## src/rtl/imem_pkg.sv

```systemverilog
// Shared types and defaults for the instruction-memory loader.
package imem_pkg;

    localparam int          DEF_ADDR_WIDTH    = 8;
    localparam logic [31:0] DEFAULT_HALT_WORD = 32'h0000_0063; // beq x0, x0, 0

    typedef enum logic [2:0] {
        S_IDLE,
        S_HDR,
        S_LOAD,
        S_FILL,
        S_CSUM,
        S_DONE,
        S_ERR
    } state_t;

endpackage

```

## src/rtl/imem_loader_packer.sv

```systemverilog
// Assembles a little-endian byte stream into 32-bit words; word_done strobes
// combinationally on the 4th byte so the caller can register the write.
module byte_packer (
    input  logic        clk,
    input  logic        rst_n,
    input  logic        clear,
    input  logic        byte_en,
    input  logic [7:0]  byte_data,
    output logic        word_done,
    output logic [31:0] word
);

    logic [1:0]  idx;
    logic [23:0] lo;

    always_ff @(posedge clk or negedge rst_n) begin
        if (!rst_n) begin
            idx <= 2'd0;
            lo  <= 24'd0;
        end else if (clear) begin
            idx <= 2'd0;
        end else if (byte_en) begin
            idx <= idx + 2'd1;
            case (idx)
                2'd0:    lo[7:0]   <= byte_data;
                2'd1:    lo[15:8]  <= byte_data;
                2'd2:    lo[23:16] <= byte_data;
                default: ;
            endcase
        end
    end

    assign word_done = byte_en && (idx == 2'd3);
    assign word      = {byte_data, lo};

endmodule

```

## src/rtl/imem_loader.sv

```systemverilog
// Program loader: length-prefixed byte stream -> imem writes, halt padding,
// core held in reset meanwhile. Define IMEM_LOADER_CHECKSUM_EN for XOR check.
module imem_loader
    import imem_pkg::*;
#(
    parameter int          ADDR_WIDTH = DEF_ADDR_WIDTH,
    parameter logic [31:0] HALT_WORD  = DEFAULT_HALT_WORD
) (
    input  logic                  clk,
    input  logic                  rst_n,
    input  logic                  start,
    input  logic                  byte_valid,
    input  logic [7:0]            byte_data,
    output logic                  byte_ready,
    output logic                  wr_en,
    output logic [ADDR_WIDTH-1:0] wr_addr,
    output logic [31:0]           wr_data,
    output logic                  cpu_hold,
    output logic                  busy,
    output logic                  done,
    output logic                  error,
    output logic [ADDR_WIDTH:0]   word_count
);

    localparam int              AW      = ADDR_WIDTH;
    localparam logic [AW:0]     DEPTH   = {1'b1, {AW{1'b0}}};
    localparam logic [15:0]     DEPTH16 = 16'(DEPTH);
    localparam logic [AW:0]     CNT_ONE = 1;
    localparam logic [AW-1:0]   PTR_ONE = 1;

    state_t        state, state_d;
    logic          accept, start_ok;
    logic          hdr_phase;
    logic [7:0]    hdr_lo;
    logic [15:0]   hdr_n;
    logic          hdr_bad;
    logic [AW:0]   n;
    logic [AW-1:0] fill_ptr;
    logic          word_done, last_word, skip_fill;
    logic [31:0]   word;
`ifdef IMEM_LOADER_CHECKSUM_EN
    logic [7:0]    csum;
`endif

    assign accept    = byte_valid && byte_ready;
    assign start_ok  = start && (state == S_IDLE || state == S_ERR);
    assign hdr_n     = {byte_data, hdr_lo};
    assign hdr_bad   = (hdr_n == 16'd0) || (hdr_n > DEPTH16);
    assign last_word = word_done && ((word_count + CNT_ONE) == n);
    assign skip_fill = (n == DEPTH);

    byte_packer u_packer (
        .clk       (clk),
        .rst_n     (rst_n),
        .clear     (start_ok),
        .byte_en   (accept && state == S_LOAD),
        .byte_data (byte_data),
        .word_done (word_done),
        .word      (word)
    );

    always_comb begin
        state_d = state;
        case (state)
            S_IDLE:  if (start) state_d = S_HDR;
            S_HDR:   if (accept && hdr_phase) state_d = hdr_bad ? S_ERR : S_LOAD;
            S_LOAD: begin
                if (last_word) begin
`ifdef IMEM_LOADER_CHECKSUM_EN
                    state_d = S_CSUM;
`else
                    state_d = skip_fill ? S_DONE : S_FILL;
`endif
                end
            end
            S_FILL:  if (&fill_ptr) state_d = S_DONE;
            S_CSUM: begin
`ifdef IMEM_LOADER_CHECKSUM_EN
                if (accept)
                    state_d = (byte_data != csum) ? S_ERR : (skip_fill ? S_DONE : S_FILL);
`else
                state_d = S_ERR;
`endif
            end
            S_DONE:  state_d = S_IDLE;
            S_ERR:   if (start) state_d = S_HDR;
            default: state_d = S_IDLE;
        endcase
    end

    // Status flags are registered from the next state so they line up with it;
    // done lags one cycle so it follows the final write.
    always_ff @(posedge clk or negedge rst_n) begin
        if (!rst_n) begin
            state      <= S_IDLE;
            byte_ready <= 1'b0;
            busy       <= 1'b0;
            cpu_hold   <= 1'b0;
            done       <= 1'b0;
            error      <= 1'b0;
        end else begin
            state      <= state_d;
            byte_ready <= state_d inside {S_HDR, S_LOAD, S_CSUM};
            busy       <= !(state_d inside {S_IDLE, S_ERR});
            cpu_hold   <= (state_d != S_IDLE);
            done       <= (state == S_DONE);
            error      <= (state_d == S_ERR);
        end
    end

    always_ff @(posedge clk or negedge rst_n) begin
        if (!rst_n) begin
            wr_en      <= 1'b0;
            wr_addr    <= '0;
            wr_data    <= '0;
            word_count <= '0;
            hdr_phase  <= 1'b0;
            hdr_lo     <= 8'd0;
            n          <= '0;
            fill_ptr   <= '0;
`ifdef IMEM_LOADER_CHECKSUM_EN
            csum       <= 8'd0;
`endif
        end else begin
            wr_en <= 1'b0;
            if (start_ok) begin
                word_count <= '0;
                hdr_phase  <= 1'b0;
`ifdef IMEM_LOADER_CHECKSUM_EN
                csum       <= 8'd0;
`endif
            end
            if (state == S_HDR && accept) begin
                if (!hdr_phase) begin
                    hdr_lo    <= byte_data;
                    hdr_phase <= 1'b1;
                end else begin
                    n        <= hdr_n[AW:0];
                    fill_ptr <= hdr_n[AW-1:0];
                end
            end
`ifdef IMEM_LOADER_CHECKSUM_EN
            if (state == S_LOAD && accept)
                csum <= csum ^ byte_data;
`endif
            if (word_done) begin
                wr_en      <= 1'b1;
                wr_addr    <= word_count[AW-1:0];
                wr_data    <= word;
                word_count <= word_count + CNT_ONE;
            end
            if (state == S_FILL) begin
                wr_en    <= 1'b1;
                wr_addr  <= fill_ptr;
                wr_data  <= HALT_WORD;
                fill_ptr <= fill_ptr + PTR_ONE;
            end
        end
    end

endmodule
```

## config.mk

```make
export PLATFORM = sky130hd
export DESIGN_NAME = imem_loader
export DESIGN_NICKNAME = d
export VERILOG_FILES = /design/src/rtl/imem_pkg.sv /design/src/rtl/imem_loader_packer.sv /design/src/rtl/imem_loader.sv
export SDC_FILE = /design/constraint.sdc
export NUM_CORES = 1
export LEC_CHECK = 0
export BUFFER_PORTS_ARGS = -buffer_cell sky130_fd_sc_hd__buf_2
export CORE_MARGIN = 5
export CORE_UTILIZATION = 45
export CTS_CLUSTER_SIZE = 25
export DETAILED_ROUTE_END_ITERATION = 12
export PLACE_DENSITY = 0.64
export REMOVE_ABC_BUFFERS = 1
export SYNTH_ARGS = -nofsm -noshare
export SYNTH_HDL_FRONTEND = slang
export SYNTH_SLANG_ARGS = --single-unit
```

## constraint.sdc

```tcl
create_clock -name clk -period 2.97 [get_ports clk]
set_input_delay 0.4455 -clock clk [delete_from_list [all_inputs] [get_ports clk]]
set_output_delay 0.4455 -clock clk [all_outputs]
set_load 0.02 [all_outputs]
```

==> results of run 1 <==
Yosys cell counts, types with 2 or more instances:
cell type,count
a21oi_1,10
a211oi_1,5
ha_1,6
nor3_1,7
or3_1,2
mux2_2,28
a31oi_1,3
o211ai_1,2
xnor2_1,7
nor2b_1,3
and3_1,5
inv_1,7
and4_1,3
nand4b_1,3
a22oi_1,3
o21ai_0,17
mux2_1,4
o22ai_1,6
a21o_1,3
clkbuf_1,15
buf_1,3
or4_1,2
nand2_1,115
nand4_1,5
nor2_1,32
dfrtp_1,110
xor2_1,5
o31ai_1,3
a2111oi_2,2
buf_2,8
nor4_1,3
and2_1,6
nand3b_1,3
nand3_1,40
per-stage QoR:
stage	instance area [um^2]	hold WS [ns]	setup slack (ns)	util, %
global placement	5450	0.444	0.911	50.3
global route	5640	0.138	0.616	52.0
finish	5640	0.0896	0.770	52.0
floorplan	4870	0.150	0.418	-
CTS	5640	0.111	0.802	52.0
detailed placement	5450	0.457	0.818	50.3
worst max-delay path, delay by kind of cell (launching register included):
| kind | cells | cell delay (ns) |
|---|---|---|
| DFF | 1 | 0.50 |
| and+or+nand+nor | 2 | 0.38 |
| adders and majority gates | 1 | 0.32 |
| AOI/OAI and AO/OA | 3 | 0.88 |
power breakdown:
part | internal (mW) | switching [mW] | total, mW
registers | 1.88 | 0.359 | 2.24
clock network | 0.324 | 0.566 | 0.890
logic | 0.581 | 0.842 | 1.42
worst max-delay path by stage:
stage                     cells after the start  slack (ns)         endpoint
final                                         6        0.77       byte_ready
after global routing                          6        0.62       byte_ready
after CTS                                     6        0.80       byte_ready
after detailed placement                      6        0.82       byte_ready
after global placement                        5        0.91  u_packer.lo[10]
after floorplan                               6        0.42    word_count[5]
final cells by class:
class / count / share of cell area, %
inverter: 8 / 0.533
tap: 140 / 3.11
clock inverter: 7 / 1.20
sequential: 110 / 48.8
timing repair buffer: 73 / 7.06
clock buffer: 9 / 2.20
multi-input combinational: 353 / 37.1
per-layer routing:
layer,up-vias,global-route usage (%),routed length [um]
met2,117,30.2,5790
met4,0,5.48,132
met3,12,3.63,614
met5,-,0,0
li1,1834,-,-
met1,1925,26.4,5510
kinds of logic after synthesis:
logic type | count (synthesis) | synth area share [%]
flops | 110 | 55.2
buf+inv | 35 | 2.86
fa+ha+maj | 6 | 1.51
simple gates | 234 | 21.4
mux | 33 | 7.43
xor+xnor | 12 | 2.11
compound gates | 68 | 9.46
sequential cells by signal, summed over array words and instances, names as in the netlist:
name	count
wr_data	32
u_packer.lo	24
n	9
word_count	9
fill_ptr	8
hdr_lo	8
wr_addr	8
state	3
u_packer.idx	2
busy	1
byte_ready	1
cpu_hold	1
done	1
error	1
hdr_phase	1
wr_en	1
placed cells by master (no fill, tap or decap), drive strengths merged, types with 3 or more instances in the layout:
master / n
a22oi: 3
buf: 73
nor2: 32
a21oi: 10
clkinv: 3
o21ai: 18
a21o: 3
nand3b: 3
a31oi: 3
xor2: 5
or3: 3
nand3: 41
nor4: 3
o31ai: 4
mux2: 32
nor2b: 3
inv: 10
dfrtp: 110
and4: 3
a211oi: 6
clkbuf: 9
nand4: 5
nand4b: 3
and3: 5
o22ai: 6
xnor2: 7
nand2: 115
nor3: 7
ha: 6
and2: 7
==> results.ini, run 1 <==
[outcome]
status=complete, no violations

[final_layout]
layout-drive-gt1-share_pct=22.5
regArea_mm2=0.00275
insertedDiodeCount=0
finalNonFillerCells=700
area_delta_synth_final_pct=13.1
finalNetCount=573
multi_input_area_mm2=0.00209
fillers=1050

[grt]
grt_pass1_wl_um=19900
grt_max_degree=61
first_global_vias=3906
grt_overflow=0
antenna_found_initial=0
grt_usage_pct=18.9

[timing]
drv_slew=0
finalSetupTns_ns=0
period_share_pct=74.1
finalHoldViolCount=0
setup_viol=0
rsz0062_at_grt=no
fmax_mhz=454
worstMarginPinSlew_ns=0.684
timing.final.crit_period_ns=2.20
relSlewSlack_pct=54.3
fin_worst_skew_ns=0.0194

[critical_path]
slowest_delay_ns=0.50
timing.rr.start=word_count[0]
reg2regPathDepth=6
path_class=reg -> reg
critPathRequiredTime_ns=3.22
start_kind=register
crit_start=word_count[0]
critPathSlowestCell=dfrtp_1
end_kind=register
r2r_end=byte_ready
path_cells=ha_1, nand4_1, a211oi_1, nand4_1, a2111oi_2, a211oi_1
ff2ff_setup_slack_ns=0.77
cp.arrival_ns=2.45
cp_max_fo=8

[yosys]
yosysTopAreaCellShare_pct=55.2
synth-seq-cells=110
postSynth.asyncResetShare_pct=100
synth_cell_type_count=56
yosys-top-cells-area=dfrtp_1 55%, nand2_1 8.7%, mux2_2 6.3%
synth_top_cell_by_area=dfrtp_1
synth.avg_cell_area_um2=10.0
synth_ff_type=dfrtp_1
synthCells=498
syn_area_mm2=0.00498
synth_edf_count=0
ys_seq_area_share_pct=55.2
yosys_warnings=0

[cts]
post_cts_buffers=0
hold_buffers=0
cts_resized=0
clk_latency_ns=0.38
clock_path_buffers=2
clkTransAtPathRegs_ns=0.11
clkSinkCount=110
cts_root_buffer=clkbuf_8
h-tree-depth=3
tritoncts=built
cts_buffers=9

[pwr]
p_leak_nw=2.79
ir_drop_uv=375
fin_total_pwr_mw=4.55
power_density_mw_per_mm2=808

[detailed_routing]
antenna_left=0
route.detailed.drc=0
drt-pass1-iter-count=5
wirelength_um=12100
wl_per_cell_um=17.2
dr.first_iter.drc_count=264
routed_via_density=5.55
routed-via-count=3888

[worst_hold_path]
hold_path.class=in -> async

[placed_design]
gp_congestion=0.831
dp.cells=684
io_buffers=66
place.detailed.hpwl_um=8220

[die]
initial_utilization_pct=46.0
dieHeight_um=115
coreArea_mm2=0.0108
die_x_um=115
die-area_mm2=0.0133
row_count=38
io_pins=67

[flow_run]
maxCapViolCount=0

(Power assumes the default switching activity.)
==> run 2, diff against run 1 <==
--- a/config.mk
+++ b/config.mk
@@ -5,6 +5,7 @@
 export SDC_FILE = /design/constraint.sdc
 export NUM_CORES = 1
 export LEC_CHECK = 0
+export ABC_AREA = 1
 export BUFFER_PORTS_ARGS = -buffer_cell sky130_fd_sc_hd__buf_2
 export CORE_MARGIN = 5
 export CORE_UTILIZATION = 45
==> constraint.sdc (replaced) <==
create_clock -name clk -period 2.25 [get_ports clk]
set_input_delay 0.3375 -clock clk [delete_from_list [all_inputs] [get_ports clk]]
set_output_delay 0.3375 -clock clk [all_outputs]
set_load 0.02 [all_outputs]
==> results.ini, run 2 <==
[outcome]
status=complete, no violations

[yosys]
postSynth.asyncResetShare_pct=100
synth_cell_type_count=30
synth_top_cell_by_area=dfrtp_1
synth_ff_type=dfrtp_1
ys_top_cells_by_count=117 x nand2_1, 110 x dfrtp_1, 60 x o21ai_0
syn_area_mm2=0.00475
synth.avg_cell_area_um2=9.33
ys_seq_area_share_pct=58.0
yosysTopAreaCellShare_pct=58.0
yosys_warnings=0
synth-seq-cells=110
synth_edf_count=0
yosys-top-cells-area=dfrtp_1 58%, nand2_1 9.3%, o21ai_0 6.3%
synthCells=509
synth_most_common_cell=nand2_1

[final_layout]
finalNonFillerCells=726
post-route-util_pct=53.6
mostFrequentLayoutCell=nand2_1
largest_register=wr_data
insertedDiodeCount=0
layout-drive-gt1-share_pct=19.2
final_cell_mix=117 x nand2_1, 110 x dfrtp_1, 65 x buf_2
finalNetCount=603
largest_reg_flops=32
area_delta_synth_final_pct=16.5
reg.largest.list=wr_data: 32 flops, u_packer.lo: 24 flops

[timing]
fin_worst_skew_ns=0.0111
fmax_mhz=539
rsz0062_at_grt=no
relSlewSlack_pct=58.4
timing.final.crit_period_ns=1.85
worstMarginPinSlew_ns=0.624
finalSetupTns_ns=0
finalHoldViolCount=0
setup_viol=0
period_share_pct=82.4
holdWs_ns=0.231
drv_slew=0

[pwr]
p_leak_nw=2.80
power_density_mw_per_mm2=1070
ir_drop_uv=509

[die]
io_pins=67
initial_utilization_pct=46.0
row_count=37
coreArea_mm2=0.0103
die_x_um=113
die-area_mm2=0.0127
dieHeight_um=113

[cts]
clock_path_buffers=2
cts_root_buffer=clkbuf_8
clk_latency_ns=0.37
h-tree-depth=3
clkSinkCount=110
cts_resized=0
hold_buffers=1
cts_buffers=9
post_cts_buffers=0
clkTransAtPathRegs_ns=0.12
tritoncts=built

[detailed_routing]
wirelength_um=11400
route.detailed.drc=0
routed-via-count=3769
drt-pass1-iter-count=4
antenna_left=0
dr.first_iter.drc_count=190
routed_via_density=5.19
wl_per_cell_um=15.7

[critical_path]
crit_top_cell=nand2_1
cp_max_fo=5
path_class=reg -> reg
slowest_delay_ns=0.45
cp.arrival_ns=2.13
r2r_end=byte_ready
crit_buf_inv=0
path_cells=ha_1, xnor2_1, nand2_1, nor2_1, nand3_1, nor2_1, nand4_1, nand2_1, nand2_1, nand3_1, nand2_1
timing.rr.start=word_count[0]
critPathRequiredTime_ns=2.52
start_kind=register
end_kind=register
critPathSlowestCell=dfrtp_1
crit_family=simple AND/OR/NAND/NOR gates
reg2regPathDepth=11
ff2ff_setup_slack_ns=0.40

[worst_hold_path]
min_from=byte_data[0]
hold_path.class=in -> reg
hold_end=n[8]
whs_path_depth=3

[flow_run]
maxCapViolCount=0

[grt]
first_global_vias=3800
antenna_found_initial=0
grt_overflow=0
grt_pass1_wl_um=19200
grt-busiest-layer=met2
met3_usage_pct=3.85
grt_max_degree=49
gr-usage-met2_pct=30.2
use_met1_pct=26.1
grt_usage_pct=18.6

[placed_design]
io_buffers=66
place.detailed.hpwl_um=8290
gp_congestion=0.893
dp.cells=709

run 2: power by group:
group / switching (mW) / internal [mW]
combinational: 1.15 / 0.610
clock: 0.760 / 0.566
sequential: 0.342 / 2.50
total: 2.26 / 3.67
run 2: cell type report:
type | instances | area (um^2)
fillers | 942 | 4790
flip-flops and latches | 110 | 2750
multi-input cells | 328 | 1730
repair buffers | 80 | 440
inverters | 56 | 210
well taps | 136 | 170
clock buffers | 9 | 124
clock inverters | 7 | 108
run 2: how the worst max path moves through the flow:
stage	startpoint	endpoint	slack, ns	cells past startpoint
3_5_place_dp	word_count[0]	byte_ready	0.33	11
4_1_cts	word_count[0]	byte_ready	0.33	11
5_1_grt	state[2]	u_packer.lo[9]	0.19	7
2_1_floorplan	state[2]	wr_addr[0]	0.43	7
3_3_place_gp	word_count[0]	byte_ready	0.41	11
6_report	word_count[0]	byte_ready	0.40	11
run 2: per-layer routing:
layer  vias to the layer above  routed length, um
li1                       1845                  -
met1                      1818               5260
met2                        98               5340
met3                         8                699
met4                         0                 76
met5                         -                  0
run 2: cell families (layout without fill, tap and decap cells):
family / after synthesis / count (layout) / share of synthesized area [%]
flip-flops: 110 / 110 / 58.0
AND/OR/NAND/NOR: 209 / 209 / 19.3
XOR/XNOR: 7 / 7 / 1.29
buffers and inverters: 71 / 152 / 5.67
adder cells (fa/ha/maj): 6 / 6 / 1.58
AO/OA/AOI/OAI: 106 / 106 / 14.2
run 2: metrics by stage:
step	power (mW)	setup slack, ns	cell area (um^2)
finish	5.93	0.396	5530
global route	6.37	0.191	5530
CTS	5.99	0.331	5530
detailed placement	4.65	0.334	5290
global placement	4.58	0.412	5290
floorplan	4.02	0.427	4690
run 2: worst reg2reg max path, cell delays in order, from the launching register on:
cell and delay [ns]:
dfrtp_1 0.45, ha_1 0.34, xnor2_1 0.16, nand2_1 0.07, nor2_1 0.10, nand3_1 0.09
nor2_1 0.14, nand4_1 0.09, nand2_1 0.11, nand2_1 0.08, nand3_1 0.09, nand2_1 0.05
